`config.mk`:
```
export PLATFORM = sky130hd
export DESIGN_NAME = audio_frame_buffer
export DESIGN_NICKNAME = d
export VERILOG_FILES = /design/src/rtl/audio_frame_buffer.sv
export SDC_FILE = /design/constraint.sdc
export NUM_CORES = 2
export LEC_CHECK = 0
export ABC_AREA = 1
export BUFFER_PORTS_ARGS = -buffer_cell sky130_fd_sc_hd__buf_2
export CORE_MARGIN = 2
export CORE_UTILIZATION = 40
export CTS_CLUSTER_DIAMETER = 50
export DETAILED_ROUTE_END_ITERATION = 8
export PLACE_DENSITY_LB_ADDON = 0.05
export SYNTH_ARGS = -nofsm -noshare
export SYNTH_HDL_FRONTEND = slang
export SYNTH_SLANG_ARGS = --single-unit
export TNS_END_PERCENT = 100
```
`constraint.sdc`:
```
create_clock -name clk -period 4.65 [get_ports clk]
set_input_delay 0.93 -clock clk [delete_from_list [all_inputs] [get_ports clk]]
set_output_delay 0.93 -clock clk [all_outputs]
set_load 0.05 [all_outputs]
```
`src/rtl/audio_frame_buffer.sv`:
```
// rtl/audio_frame_buffer.sv - sample-rate capture into ping-pong frame banks, streamed out over valid/ready
module audio_frame_buffer #(
    parameter int CLK_DIV   = 25000,
    parameter int FRAME_LEN = 64,
    parameter int OUT_W     = 24
) (
    input  logic                         clk,
    input  logic                         reset,
    input  logic [31:0]                  sample_in,
    output logic                         frame_valid,
    input  logic                         rd_ready,
    output logic [OUT_W-1:0]             rd_data,
    output logic [$clog2(FRAME_LEN)-1:0] rd_index,
    output logic                         rd_last,
    output logic [OUT_W-1:0]             frame_peak,
    output logic                         overrun,
    output logic [7:0]                   overrun_count
);

    localparam int IDX_W = $clog2(FRAME_LEN);
    localparam int CNT_W = $clog2(CLK_DIV);
    localparam logic [CNT_W-1:0] CNT_LOAD = CNT_W'(CLK_DIV - 1);
    localparam logic [IDX_W-1:0] IDX_LAST = IDX_W'(FRAME_LEN - 1);
    localparam logic [OUT_W-1:0] S_MIN    = {1'b1, {(OUT_W-1){1'b0}}};
    localparam logic [OUT_W-1:0] S_MAX    = {1'b0, {(OUT_W-1){1'b1}}};

    typedef enum logic {ST_IDLE, ST_STREAM} rd_state_t;

    rd_state_t        state_q, state_d;
    logic [CNT_W-1:0] tick_cnt_q, tick_cnt_d;
    logic [IDX_W-1:0] wr_ptr_q, wr_ptr_d;
    logic [IDX_W-1:0] rd_index_q, rd_index_d;
    logic             wr_bank_q, wr_bank_d;
    logic [OUT_W-1:0] run_peak_q, run_peak_d;
    logic [OUT_W-1:0] frame_peak_q, frame_peak_d;
    logic             overrun_q, overrun_d;
    logic [7:0]       ovr_cnt_q, ovr_cnt_d;

    logic [OUT_W-1:0] bank_mem [2][FRAME_LEN];

    logic             tick;
    logic [OUT_W-1:0] s;
    logic [OUT_W-1:0] s_abs;
    logic [OUT_W-1:0] peak_next;
    logic             frame_done;
    logic             last_xfer;
    logic             swap;
    logic             rd_bank;
    logic             unused_sample_bits;

    assign unused_sample_bits = ^sample_in;

    always_comb begin
        tick       = (tick_cnt_q == '0);
        tick_cnt_d = tick ? CNT_LOAD : tick_cnt_q - 1'b1;
        s          = sample_in[31 -: OUT_W];

        // The most-negative sample has no positive twin; clamp instead of wrapping.
        if (s == S_MIN) begin
            s_abs = S_MAX;
        end else if (s[OUT_W-1]) begin
            s_abs = -s;
        end else begin
            s_abs = s;
        end

        peak_next  = ((wr_ptr_q == '0) || (s_abs > run_peak_q)) ? s_abs : run_peak_q;
        frame_done = tick && (wr_ptr_q == IDX_LAST);
        last_xfer  = (state_q == ST_STREAM) && rd_ready && (rd_index_q == IDX_LAST);
        swap       = frame_done && ((state_q == ST_IDLE) || last_xfer);

        wr_ptr_d     = tick ? wr_ptr_q + 1'b1 : wr_ptr_q;
        run_peak_d   = tick ? peak_next : run_peak_q;
        wr_bank_d    = swap ? ~wr_bank_q : wr_bank_q;
        frame_peak_d = swap ? peak_next : frame_peak_q;

        overrun_d = overrun_q;
        ovr_cnt_d = ovr_cnt_q;
        if (frame_done && !swap) begin
            overrun_d = 1'b1;
            if (ovr_cnt_q != 8'hFF) begin
                ovr_cnt_d = ovr_cnt_q + 8'd1;
            end
        end
    end

    always_comb begin
        state_d    = state_q;
        rd_index_d = rd_index_q;
        case (state_q)
            ST_IDLE: begin
                if (swap) begin
                    state_d    = ST_STREAM;
                    rd_index_d = '0;
                end
            end
            ST_STREAM: begin
                if (rd_ready) begin
                    // Index wraps to 0 after the last sample, ready for the next frame.
                    rd_index_d = rd_index_q + 1'b1;
                    if (rd_index_q == IDX_LAST) begin
                        state_d = swap ? ST_STREAM : ST_IDLE;
                    end
                end
            end
            default: begin
                state_d    = ST_IDLE;
                rd_index_d = '0;
            end
        endcase
    end

    always_ff @(posedge clk or posedge reset) begin
        if (reset) begin
            state_q      <= ST_IDLE;
            tick_cnt_q   <= CNT_LOAD;
            wr_ptr_q     <= '0;
            rd_index_q   <= '0;
            wr_bank_q    <= 1'b0;
            run_peak_q   <= '0;
            frame_peak_q <= '0;
            overrun_q    <= 1'b0;
            ovr_cnt_q    <= '0;
        end else begin
            state_q      <= state_d;
            tick_cnt_q   <= tick_cnt_d;
            wr_ptr_q     <= wr_ptr_d;
            rd_index_q   <= rd_index_d;
            wr_bank_q    <= wr_bank_d;
            run_peak_q   <= run_peak_d;
            frame_peak_q <= frame_peak_d;
            overrun_q    <= overrun_d;
            ovr_cnt_q    <= ovr_cnt_d;
        end
    end

    always_ff @(posedge clk) begin
        if (tick) begin
            bank_mem[wr_bank_q][wr_ptr_q] <= s;
        end
    end

    assign rd_bank       = ~wr_bank_q;
    assign frame_valid   = (state_q == ST_STREAM);
    assign rd_index      = frame_valid ? rd_index_q : '0;
    assign rd_data       = frame_valid ? bank_mem[rd_bank][rd_index_q] : '0;
    assign rd_last       = frame_valid && (rd_index_q == IDX_LAST);
    assign frame_peak    = frame_peak_q;
    assign overrun       = overrun_q;
    assign overrun_count = ovr_cnt_q;

endmodule

```
==> Word level (Yosys, flattened, before mapping) <==
Memory sizes are Yosys's and may differ from the RTL's.
Index checks and enable logic that the tools add are counted.
{ "totals": {"reg_bits": 86, "mem_count": 1, "elab_cells": 63, "ram_bits": 3072, "out_inout_bits": 65, "in_bits": 35} }
{ "classes": {"n_mux": 20, "addsub": 5, "bitwise": 4, "n_eq_ne": 6, "reduce_logical": 14, "magnitude_cmp": 4} }
{ "mem_list": {"columns": ["name", "words", "word_bits", "rd", "rd_clocked_by_memory_dff", "wr", "line_no", "text"], "rows": [
  ["bank_mem", 2, 1536, 1, 0, 1, "39", "logic [OUT_W-1:0] bank_mem [2][FRAME_LEN];"]
]} }
{ "op_table": {"columns": ["cell", "n"], "rows": [
  ["1536-bit two-way mux", 1],
  ["24-bit two-way mux", 7],
  ["24-bit binary-select mux with 6-bit select", 1],
  ["24-bit demux with 6-bit select", 1],
  ["24-bit equality test, second input constant", 1],
  ["24-bit > comparator", 1],
  ["24-bit negation", 1],
  ["6-bit two-way mux", 3],
  ["15-bit zero test", 1],
  ["15-bit two-way mux", 1],
  ["15-bit by 1-bit subtractor with 15-bit output, second input constant", 1],
  ["7-bit greater-or-equal comparator, second input constant", 2],
  ["6-bit inverter with 7-bit output", 2],
  ["6-bit by 1-bit adder with 6-bit output, second input constant", 2],
  ["6-bit equality test, second input constant", 2],
  ["6-bit one-hot mux with 2 select lines", 1],
  ["8-bit by 1-bit adder with 8-bit output, second input constant", 1],
  ["8-bit != test, second input constant", 1],
  ["1-bit logical AND", 7],
  ["7-bit by 1-bit < comparator with 1-bit output, second input constant", 1],
  ["6-bit zero test", 1],
  ["1-bit two-way mux", 4],
  ["2-bit != test, second input constant", 2],
  ["2-bit AND reduction", 2],
  ["4 further kinds", 6]
]} }

==> Longest topological paths before layout <==
{ "depth": {"depth_word": 8, "depth_mapped": 28} }

==> Worst setup path after synthesis <==
No wires, ideal clock.
{ "synth_timing": {"path_kind": "register -> register", "startpoint": "register tick_cnt_q[0]", "endpoint": "memory bank_mem[0][1272] (netlist name), enable pin", "setup_time_ns": 0.435, "t_required_ns": 4.215, "stages_incl_launch_ff": 12, "period_less_slack_ns": 3.793, "path_buffers": 1, "path_slack_ns": 0.857, "t_arrival_ns": 3.358, "path_cell_list": "dfstp_2 inv_1 ha_1 nand2_1 nor2_2 nand3_2 nor2_4 inv_2 nor2_1 nand3_1 clkbuf_1 nor3_1"} }
{ "synth_between": {"elab_chain_len": 3} }
{ "synth_rtl": {"columns": ["item", "line_no", "text"], "rows": [
  ["start: declaration", "30", "logic [CNT_W-1:0] tick_cnt_q, tick_cnt_d;"],
  ["start signal: assignment", "126", "tick_cnt_q <= tick_cnt_d;"],
  ["15-bit zero test", "54", "tick = (tick_cnt_q == '0);"],
  ["1-bit two-way mux", "138", "if (tick) begin"],
  ["1536-bit two-way mux (implied by the code)", "139", "bank_mem[wr_bank_q][wr_ptr_q] <= s;"],
  ["end: declaration", "39", null]
]} }
Every way passes these cells.

==> Final worst setup path <==
{ "layout_timing": {"startpoint": "register wr_bank_q", "endpoint": "output rd_data[9]"} }
{ "layout_between": {"elab_chain_len": 6} }
{ "layout_rtl": {"columns": ["item", "line_no", "text"], "rows": [
  ["start: declaration", "33", "logic wr_bank_q, wr_bank_d;"],
  ["start signal: assignment", "129", "wr_bank_q <= wr_bank_d;"],
  ["1-bit inverter", "143", "assign rd_bank = ~wr_bank_q;"],
  ["memory 2 x 1536 bit", null, null],
  ["24-bit binary-select mux with 6-bit select", "146", "assign rd_data = frame_valid ? bank_mem[rd_bank][rd_index_q] : '0;"],
  ["24-bit two-way mux (implied by the code) (2 in series)", "146", null],
  ["24-bit two-way mux", "146", null],
  ["end: declaration", "12", "output logic [OUT_W-1:0] rd_data,"]
]} }
Every way passes these cells. The select of a mux whose other input is x is not followed.

==> impl_metrics.toml <==
[setup_path]
crit-reg2reg-launch = "tick_cnt_q[0]$_DFF_PP1_"
cp_cell_sequence = "buf_16, clkinv_16, buf_16, buf_16, buf_12, nor2_1, o211ai_1, nand3_1, nand2_2, nand3_2, nand2_1, nand2_1, nand2_4, buf_12"
critPathSlowestCell = "dfrtp_4"
end_kind = "output port"
rrSetupSlack_ps = 690
critical_path_buf_inv_count = 6
slowest_delay_ps = 530
worstPathRequired_ps = 3720
r2r_end = "bank_mem[1][397]$_DFFE_PP_"
path_class = "flip-flop to output port"
worstPathArrival_ps = 3860
crit_top_cell = "buf_16"
reg2regPathDepth = 13
crit_path_max_fanout = 23
cp-start-kind = "flip-flop"
cp_top_family = "simple AND/OR/NAND/NOR gates"

[placement]
place_hpwl_um = 256300
place_area_mm2 = 0.1396
io_buffers = 91
globalplace.congestion = 0.8789
dp_cells = 15710

[status]
violations = "setup timing"
status = "complete, but fails checks"

[cells_and_area]
layout-drive-gt1-share_pct = 16.13
final_cells = 16610
fin_area_mm2 = 0.1588
final_nets = 12000
final_common_cell = "edfxtp_1"
areaGrowthSynthToFinish_pct = 21.68
final_cell_mix = "edfxtp_1 (3,072), nor2_1 (2,589), nand2_1 (1,663), o21ai_0 (1,210), nand3_1 (579)"
n_fill_cell = 28510

[clock_tree]
cts_tree = "built"
cts_buffers = 401
clk_pin_slew_ps = 60
clock_path_buffers = 4
cts-root-buf = "clkbuf_16"
h-tree-depth = 5
cts.sinks = 3158
clk_latency_ps = 970

[routing]
via_per_inst = 5.403
vias = 89750
drtPass1Iterations = 5
detail-route-antenna-nets = 0
totalWireLength_um = 460000
route.detailed.drc = 0
wl_per_cell_um = 27.70
drt_iter0_drc = 9681

[global_route]
overflow = 0
antenna_found_initial = 28
grt.total_usage_pct = 27.00
grt_pass1_wl_um = 641500
grt_max_degree = 129
grt_pass1_vias = 85050

[sta]
final.period_utilization_pct = 103.0
setup_viol = 24
setup_slack_ps = -138.7
final_max_slew_viol_count = 0
rsz0062_at_grt = "true"
fmax_mhz = 208.8
slew_headroom_pct = 21.33
tightest_slew_ps = 1176
hold_viol = 0
fin_skew_ps = 30.37
period_needed_ps = 4789

[power_and_ir_drop]
power.density_mw_per_mm2 = 541.4
irDropWorstVdd_mv = 0.5566
leakage_nw = 56.54

[floorplan]
start_util_pct = 40.22
dieHeight_um = 575.3
fp.dieW_um = 575.3
die_area_mm2 = 0.3309
rows = 209
coreArea_mm2 = 0.3245
io_pins = 100

[yosys]
synth_top_area_share_pct = 70.67
synthCells = 11420
synth.distinct_cells = 40
yosysTopAreaCell = "edfxtp_1"
seq_area_frac_synth_pct = 72.33
ys_seq_elements = 3158
syn-num-nets = 11480
synth.top_cells.by_area = "edfxtp_1 (71%), nor2_1 (7.9%), nand2_1 (5.4%)"
synthesis.area_mm2 = 0.1305
yosysWarnings = 0
avgSynthCellArea_um2 = 11.44

[flow_run]
cap_violations = 0

[worst_hold_path]
hold_class = "input port to asynchronous set/reset pin"
-- how the worst max path moves through the flow --
stage / cells after the start / to / slack, ps / start
floorplan: 11 / bank_mem[0][1272]$_DFFE_PP_ / 860 / tick_cnt_q[0]$_DFF_PP1_
global placement: 24 / frame_peak[13]$_DFFE_PP0P_ / -20 / sample_in[24]
detailed placement: 23 / frame_peak[13]$_DFFE_PP0P_ / 70 / sample_in[24]
CTS: 16 / rd_data[21] / -140 / wr_bank_q$_DFFE_PP0P_
global route: 18 / rd_data[7] / -190 / wr_bank_q$_DFFE_PP0P_
finish: 14 / rd_data[9] / -140 / wr_bank_q$_DFFE_PP0P_
-- flip-flops by register name, indices dropped and copies added (netlist names) --
register	flops
bank_mem	3072
frame_peak	24
frame_valid	1
overrun	1
overrun_count	8
rd_index_q	6
run_peak_q	24
tick_cnt_q	15
wr_bank_q	1
wr_ptr_q	6
-- cells by family (layout without fill, tap and decap cells) --
family                   Yosys count  after routing  share of synthesized area [%]
AND/OR/NAND/NOR                 5328           5328                          16.07
flip-flops                      3158           3158                          72.33
AO/OA/AOI/OAI                   1798           1798                          7.296
buffers and inverters           1071           1928                          3.821
adder cells (fa/ha/maj)           30             30                         0.2876
XOR/XNOR                          30             30                         0.2013
other                              0             13                              0
-- repair_timing --
item / 4_1_cts / 5_1_grt
pin swaps: 44 / 99
hold buffers: 0 / 0
setup buffers: 38 / 26
hold endpoints to repair: 0 / 0
endpoints found under the setup margin: 24 / 24
resized for setup: 425 / 277
gates cloned: 57 / 29
-- cells in the mapped netlist, drive strengths merged --
master  count
a21boi      1
a21o        3
a21oi     126
and3        1
buf       370
clkbuf    315
clkinv     35
dfrtp      78
dfstp       8
edfxtp   3072
ha         30
inv       351
nand2    1865
nand3     629
nand3b      1
nand4      10
nor2     2755
nor3       53
nor3b       1
nor4        2
o211ai    206
o21ai    1462
or2        11
xnor2       8
xor2       22
-- stage by stage --
stage	worst slack, ps	utilization [%]	power (mW)	setup TNS (ps)	hold WS (ps)
final	-138.7	48.94	85.98	-1353	88.55
after detailed placement	71.54	43.00	52.54	0	441.5
after global routing	-186.8	48.93	88.62	-3157	127.4
after floorplan	856.7	-	40.89	0	429.4
after CTS	-143.0	48.40	85.84	-2688	49.88
after global placement	-19.11	43.00	52.50	-290.0	438.0
-- report_power, final --
part	switching (mW)	total, mW	internal [mW]
Combinational	15.5	22.4	6.95
Sequential	0.0842	31.4	31.3
Clock	12.7	32.2	19.5
-- worst register-to-register path, stage by stage, from the launching register on --
cell and delay, ps:
dfstp_2 360, inv_1 80, ha_1 190, nand2_1 110, nor2_2 260, nand3_2 180
nor2_4 250, nand2_1 170, nor2_1 260, inv_2 350, nor2_1 240, nand3_1 410
nor2_2 200, buf_4 470
-- final cells by class --
| type | count | area [um^2] | share of cell area (%) |
|---|---|---|---|
| Sequential cell | 3158 | 94420 | 59.45 |
| Tap cell | 4325 | 5411 | 3.407 |
| Clock inverter | 285 | 3391 | 2.135 |
| Antenna cell | 13 | 32.53 | 0.02048 |
| Inverter | 386 | 1520 | 0.9571 |
| Multi-Input combinational cell | 7186 | 33120 | 20.85 |
| Timing Repair Buffer | 794 | 10450 | 6.576 |
| Timing Repair inverter | 4 | 91.34 | 0.05751 |
| Clock buffer | 459 | 10400 | 6.546 |
-- layer usage --
layer	share of wire (%)	GRT usage (%)	up-vias
met4	3.7	9.847	0
met3	6.4	3.549	555
met1	44	38.29	45410
met5	0	0	-
met2	46	42.60	3058
li1	-	-	40720
No activity file was read; power rests on OpenSTA's default activity.
